`src/rtl/fifo_v3_prog.sv`:
```
// Synchronous FIFO with arbitrary depth, fill level, programmable almost-full/empty thresholds.
// Optional sticky overflow/underflow flags are enabled by defining FIFO_V3_ERR_EN.
module fifo_v3_prog #(
    parameter bit          FALL_THROUGH = 1'b0,
    parameter int unsigned DATA_WIDTH   = 32,
    parameter int unsigned DEPTH        = 8,
    parameter type         dtype        = logic [DATA_WIDTH-1:0],
    localparam int unsigned CNT_W       = $clog2(DEPTH + 1)
) (
    input  logic             clk_i,
    input  logic             rst_i,
    input  logic             flush_i,
    input  logic             testmode_i,
    output logic             full_o,
    output logic             empty_o,
    output logic [CNT_W-1:0] usage_o,
    input  logic [CNT_W-1:0] alm_full_th_i,
    input  logic [CNT_W-1:0] alm_empty_th_i,
    output logic             alm_full_o,
    output logic             alm_empty_o,
    input  dtype             data_i,
    input  logic             push_i,
    output dtype             data_o,
`ifdef FIFO_V3_ERR_EN
    output logic             overflow_o,
    output logic             underflow_o,
    input  logic             err_clr_i,
`endif
    input  logic             pop_i
);

    localparam int unsigned PTR_W = (DEPTH > 1) ? $clog2(DEPTH) : 1;
    localparam logic [PTR_W-1:0] LAST_PTR = PTR_W'(DEPTH - 1);

    dtype             mem_q [DEPTH];
    logic [PTR_W-1:0] rptr_q, rptr_d;
    logic [PTR_W-1:0] wptr_q, wptr_d;
    logic [CNT_W-1:0] usage_q, usage_d;

    logic is_empty;
    logic ft_active;
    logic push_ok;
    logic pop_ok;
    logic bypass;
    logic do_write;
    logic do_read;

    logic unused_testmode;
    assign unused_testmode = testmode_i;

    assign is_empty  = (usage_q == '0);
    // Fall-through presents the incoming beat while storage is empty.
    assign ft_active = FALL_THROUGH && is_empty && push_i;

    assign full_o      = (usage_q == CNT_W'(DEPTH));
    assign empty_o     = is_empty && !ft_active;
    assign usage_o     = usage_q;
    assign alm_full_o  = (usage_q >= alm_full_th_i);
    assign alm_empty_o = (usage_q <= alm_empty_th_i);

    assign push_ok  = push_i && (!full_o || pop_i);
    assign pop_ok   = pop_i && !empty_o;
    assign bypass   = ft_active && pop_i;
    assign do_write = push_ok && !bypass;
    assign do_read  = pop_ok && !bypass;

    always_comb begin
        data_o = mem_q[rptr_q];
        if (ft_active) begin
            data_o = data_i;
        end
    end

    always_comb begin
        rptr_d  = rptr_q;
        wptr_d  = wptr_q;
        usage_d = usage_q;
        if (flush_i) begin
            rptr_d  = '0;
            wptr_d  = '0;
            usage_d = '0;
        end else begin
            if (do_write) begin
                wptr_d = (wptr_q == LAST_PTR) ? '0 : wptr_q + PTR_W'(1);
            end
            if (do_read) begin
                rptr_d = (rptr_q == LAST_PTR) ? '0 : rptr_q + PTR_W'(1);
            end
            if (do_write && !do_read) begin
                usage_d = usage_q + CNT_W'(1);
            end else if (do_read && !do_write) begin
                usage_d = usage_q - CNT_W'(1);
            end
        end
    end

    always_ff @(posedge clk_i or posedge rst_i) begin
        if (rst_i) begin
            rptr_q  <= '0;
            wptr_q  <= '0;
            usage_q <= '0;
        end else begin
            rptr_q  <= rptr_d;
            wptr_q  <= wptr_d;
            usage_q <= usage_d;
        end
    end

    // Flush leaves storage untouched; only pointers and the count are cleared.
    always_ff @(posedge clk_i or posedge rst_i) begin
        if (rst_i) begin
            for (int i = 0; i < int'(DEPTH); i++) begin
                mem_q[i] <= '0;
            end
        end else if (do_write && !flush_i) begin
            mem_q[wptr_q] <= data_i;
        end
    end

`ifdef FIFO_V3_ERR_EN
    logic overflow_q, overflow_d;
    logic underflow_q, underflow_d;

    always_comb begin
        overflow_d  = overflow_q;
        underflow_d = underflow_q;
        if (flush_i) begin
            overflow_d  = 1'b0;
            underflow_d = 1'b0;
        end else begin
            if (err_clr_i) begin
                overflow_d  = 1'b0;
                underflow_d = 1'b0;
            end
            // A new event in the same cycle as a clear keeps the flag set.
            if (push_i && full_o && !pop_i) begin
                overflow_d = 1'b1;
            end
            if (pop_i && empty_o) begin
                underflow_d = 1'b1;
            end
        end
    end

    always_ff @(posedge clk_i or posedge rst_i) begin
        if (rst_i) begin
            overflow_q  <= 1'b0;
            underflow_q <= 1'b0;
        end else begin
            overflow_q  <= overflow_d;
            underflow_q <= underflow_d;
        end
    end

    assign overflow_o  = overflow_q;
    assign underflow_o = underflow_q;
`endif

endmodule

```
`config.mk`:
```
export PLATFORM = sky130hd
export DESIGN_NAME = fifo_v3_prog
export DESIGN_NICKNAME = d
export VERILOG_FILES = /design/src/rtl/fifo_v3_prog.sv
export SDC_FILE = /design/constraint.sdc
export NUM_CORES = 1
export LEC_CHECK = 0
export ABC_AREA = 1
export CELL_PAD_IN_SITES_DETAIL_PLACEMENT = 1
export CELL_PAD_IN_SITES_GLOBAL_PLACEMENT = 2
export CORE_MARGIN = 5
export CORE_UTILIZATION = 40
export CTS_CLUSTER_SIZE = 16
export DETAILED_ROUTE_END_ITERATION = 6
export PLACE_DENSITY_LB_ADDON = 0.1
export SYNTH_ARGS = -nofsm -noshare
export SYNTH_HDL_FRONTEND = slang
export SYNTH_SLANG_ARGS = --single-unit
export TNS_END_PERCENT = 20
```
`constraint.sdc`:
```
create_clock -name clk_i -period 21.2 [get_ports clk_i]
set_input_delay 5.3 -clock clk_i [delete_from_list [all_inputs] [get_ports clk_i]]
set_output_delay 5.3 -clock clk_i [all_outputs]
set_load 0.005 [all_outputs]
```
* Word level (Yosys, flattened, before mapping)
Index checks and enable logic that the tools add are counted.
Word-level totals: output and inout port bits 40, logic and storage cells 56, flip-flop bits (word level) 266, input bits 46
Cells by class: reduce and logical (&&, ||, !) cells 16, multiplexer cells 15, bitwise gates (word level) 2, order comparisons 5, add/sub/neg operators 4, eq/ne operators 3
Operators with widths (count):
- $bwmux W256 | 1
- $bmux W32 S3 | 1
- $demux W32 S3 | 1
- $mux W32 | 3
- $mux W3 | 6
- $mux W4 | 3
- $ge A4 B4 Y1 const B | 2
- $not A3 Y4 | 2
- $add A3 B1 Y3 const B | 2
- $eq A3 B3 Y1 const B | 2
- $logic_and A1 B1 Y1 | 6
- $logic_not A1 Y1 | 5
- $add A4 B1 Y4 const B | 1
- $eq A4 B4 Y1 const B | 1
- $ge A4 B4 Y1 | 1
- $le A4 B4 Y1 | 1
- $logic_not A4 Y1 | 1
- $lt A4 B1 Y1 const B | 1
- $reduce_bool A2 Y1 | 2
- $sub A4 B1 Y4 const B | 1
- $reduce_bool A3 Y1 | 1
- $logic_or A1 B1 Y1 | 1

* Logic depth before layout (Yosys ltp)
depth after elaboration 9, mapped depth 13, mapped depth without buffers 13

* Least setup slack after synthesis
Ideal clock, no wire load.
path type input port to output port, start point in alm_empty_th_i[1], end point out alm_empty_o, arrival time 5.937 ns, path buffers 0, setup slack 9.963 ns, cell stages on the path 7, cells stage by stage inv_1 -> ha_1 -> inv_1 -> nor2_1 -> o211ai_1 -> nand2_1 -> nand2_1
Between the ends: cells in the longest elaborated chain, start to end 1
Ends and longest elaborated chain:
- start: declaration | RTL line 18 | input logic [CNT_W-1:0] alm_empty_th_i,
- $le A4 B4 Y1 | RTL line 59 | assign alm_empty_o = (usage_q <= alm_empty_th_i);
- end: declaration | RTL line 20 | output logic alm_empty_o,
No other way between the ends.

* Worst setup path in the final report
Ends and elaborated chain as after synthesis.

==> metrics.txt <==
worst endpoint required time=15.90 ns; instance area after placement=0.0134 mm2; global placement routability congestion=0.714; end of the worst hold path=mem_q[185]; R2R Setup Slk=18.51 ns; portion of the clock cycle consumed by the worst path in the final layout=57.7%; number of primary I/O pins=86; power consumption=1.76 mW; initial antenna violation count=0; Post-Synthesis Mean Instance Area=9.24 um2; Fin Setup TNS=0 ns; net count of the finished layout=1,463; drt wl/cell=17.8 um; non-filler instance count after layout=1,827; max_cap viols=0; arrival time of data at the critical path endpoint=6.93 ns; via count=9,494; Area growth syn-to-layout=13.8%; maximum fanout encountered on the critical timing path=2; Hold WC Path Type=flop to flop; Skew-Pair Late Insertion Delay=0.55 ns; total of endpoints with negative setup slack in the final report=0; root buffer cell=sky130_fd_sc_hd__clkbuf_16; half-perimeter wire length of the detailed placement result=17.2 mm; count of buffers from port buffering=84; xor and xnor area share after synthesis=0.0692%; post-route cell area=0.0144 mm2; Sink Count=266; wire length of the first global-routing pass=54.3 mm; drt pass-1 iters=4; Gates resized, CTS repair=0; Site Rows=65; vertical extent of the die=188 um; Relative slew margins=30.5%; Reg2Reg Depth=7; Cell Area, Synth=0.0127 mm2; final core occ=45.9%; final setup slack of the worst path=8.97 ns; Synth Area in Compound Gates=18.1%; count of distinct cell types in the synthesized netlist=31; fraction of layout cells with a size suffix above 1=9.26%; count of placed standard cells including taps=1,771; Static Leak=6.64 nW; count of yosys warnings during synthesis=0; main area contributors after synthesis=sky130_fd_sc_hd__dfrtp_1, sky130_fd_sc_hd__nand2_1, sky130_fd_sc_hd__o21ai_1, sky130_fd_sc_hd__mux2i_1, sky130_fd_sc_hd__o21ai_2; critical register-to-register path endpoint=mem_q[184]; footprint of the flip-flops and latches=0.00667 mm2; number of inserted diodes=0; area of the placeable core=0.0314 mm2; status=finished clean; # Post-CTS Setup Buffers=0; post-placement setup slack=8.96 ns; critical path start-end classification=input port to primary output; worst reg2reg path startpoint=usage_o[1]; highest clock rate=81.8 MHz; sum of routed wire length over all layers=32.6 mm; H-Tree Depth=1; Initial Utilization=40.3%; total clock buffers created by CTS=31; number of buffers on the longest clock path=3; via density per instance=5.20; number of fillers in the final layout=3,676; simple-gate portion of the synthesized area=15.3%; overall die area=0.0353 mm2; multi-input gate area in the final layout=0.00508 mm2; minimum clock period=12.23 ns; combinational family with the most area after synthesis=compound AO/OA/AOI/OAI gates; Die X=188 um; aggregate global-route resource usage=18.6%; sum of overflow across all layers after global routing=0; Worst Hold Slack=0.477 ns; clock tree skew after final layout=0.00677 ns; area share of the leading cell type in the synthesized netlist=52.6%; power density over cell area=122 mW/mm2; depth of the worst hold-timing path=2; via count of the first global-routing pass=10,049; Final Hold Viols=0; setup repair after global routing missed its margin=false; number of synthesized register bits=266; max-slew violation total from the final report=0; CTS Hold Bufs=0; Synth Net Count=1,431; pin count of the biggest net entering global routing=173; CTS tree=yes; number of DRC violations after detailed-routing iteration 0=430; actual transition at the worst max-transition pin=1.04 ns; kind of end point of the critical path=primary output; sequential-to-total area share from yosys stat=52.6%; arithmetic-cell share of the synthesized area counting full adders, half adders and majority gates=1.54%; post-route antenna net violation count=0; clock-pin slew of the registers on the worst-case setup and hold paths=0.05 ns; maximum vdd ir drop=0.0000650 V; beginning of the worst hold path=mem_q[185]; post-synthesis mux area share=5.06%; cell taking the most area after synthesis=sky130_fd_sc_hd__dfrtp_1; Synth Instances=1,370; Worst setup SP type=input port; number of design rule violations left after detail routing=0
worst max-delay path: stages:
cell and delay, ns:
sky130_fd_sc_hd__clkdlybuf4s50_1 0.45, sky130_fd_sc_hd__inv_1 0.04, sky130_fd_sc_hd__ha_1 0.27, sky130_fd_sc_hd__inv_1 0.06
sky130_fd_sc_hd__nor2_1 0.04, sky130_fd_sc_hd__o211ai_1 0.15, sky130_fd_sc_hd__nand2_1 0.07, sky130_fd_sc_hd__nand2_1 0.06
sky130_fd_sc_hd__clkdlybuf4s50_1 0.49
cells in the final DEF, fill, tap and decap left out, types with 7 or more instances in the layout:
cell type,count
sky130_fd_sc_hd__clkbuf_1,8
sky130_fd_sc_hd__clkbuf_16,31
sky130_fd_sc_hd__clkbuf_8,7
sky130_fd_sc_hd__clkdlybuf4s50_1,84
sky130_fd_sc_hd__dfrtp_1,263
sky130_fd_sc_hd__ha_1,14
sky130_fd_sc_hd__inv_1,52
sky130_fd_sc_hd__mux2i_1,64
sky130_fd_sc_hd__nand2_1,381
sky130_fd_sc_hd__nand3_1,8
sky130_fd_sc_hd__nand3_4,7
sky130_fd_sc_hd__nor2_1,73
sky130_fd_sc_hd__o21ai_0,102
sky130_fd_sc_hd__o21ai_1,165
sky130_fd_sc_hd__o21ai_2,59
sky130_fd_sc_hd__o22ai_1,64
sequential cells by signal, summed over array words and instances, names as in the netlist:
register,cells
mem_q,256
rptr_q,3
usage_o,4
wptr_q,3
per-layer routing:
| layer | GRT usage (%) | up-vias | share of wire, % |
|---|---|---|---|
| met2 | 32.6 | 134 | 48 |
| met1 | 25.0 | 4644 | 47 |
| met4 | 3.59 | 0 | 1.8 |
| met3 | 2.59 | 42 | 3.9 |
| met5 | 0 | - | 0 |
| li1 | - | 4674 | - |
final cells by class:
type | instances | share of cell area [%]
clock inverters | 10 | 0.886
multi-input cells | 955 | 35.3
clock buffers | 46 | 6.26
flip-flops and latches | 266 | 46.3
inverters | 57 | 1.54
well taps | 402 | 3.49
repair buffers | 91 | 6.29
how the worst max path moves through the flow:
stage	startpoint	endpoint	slack, ns
3_3_place_gp	alm_empty_th_i[1]	alm_empty_o	8.97
3_5_place_dp	alm_empty_th_i[1]	alm_empty_o	8.96
5_1_grt	alm_empty_th_i[1]	alm_empty_o	8.89
4_1_cts	alm_empty_th_i[1]	alm_empty_o	8.95
2_1_floorplan	rst_i	mem_q[0]	8.57
6_report	alm_empty_th_i[1]	alm_empty_o	8.97
power by group:
part / leakage, nW / total (mW) / internal (mW) / switching (mW)
logic: 2.59 / 0.516 / 0.246 / 0.271
clock network: 0.508 / 0.536 / 0.328 / 0.208
registers: 3.55 / 0.707 / 0.620 / 0.0872
synth_stat cells:
library cell / instances
sky130_fd_sc_hd__o211ai_1: 2
sky130_fd_sc_hd__inv_2: 1
sky130_fd_sc_hd__nor4_1: 1
sky130_fd_sc_hd__buf_1: 8
sky130_fd_sc_hd__clkinv_1: 1
sky130_fd_sc_hd__nand3_4: 7
sky130_fd_sc_hd__o21ai_0: 102
sky130_fd_sc_hd__nor3_1: 1
sky130_fd_sc_hd__buf_4: 2
sky130_fd_sc_hd__nand3_1: 8
sky130_fd_sc_hd__buf_6: 42
sky130_fd_sc_hd__nand2_4: 1
sky130_fd_sc_hd__o21ai_1: 165
sky130_fd_sc_hd__buf_2: 18
sky130_fd_sc_hd__o21ai_2: 59
sky130_fd_sc_hd__nor2_1: 73
sky130_fd_sc_hd__nand2_1: 381
sky130_fd_sc_hd__nand4_1: 2
sky130_fd_sc_hd__nor2_4: 1
sky130_fd_sc_hd__fa_1: 1
sky130_fd_sc_hd__nor2_2: 1
sky130_fd_sc_hd__xnor2_1: 1
sky130_fd_sc_hd__inv_1: 55
sky130_fd_sc_hd__o22ai_1: 64
sky130_fd_sc_hd__dfrtp_1: 266
sky130_fd_sc_hd__ha_1: 14
sky130_fd_sc_hd__a21oi_1: 5
sky130_fd_sc_hd__clkbuf_1: 21
sky130_fd_sc_hd__nand3_2: 2
sky130_fd_sc_hd__mux2i_1: 64
sky130_fd_sc_hd__buf_12: 1
cell families after synthesis:
family	after synthesis
fa+ha+maj	15
buf+inv	149
xor+xnor	1
mux	64
simple gates	478
compound gates	397
flops	266
Note: power is estimated with default switching activity, not from simulation.
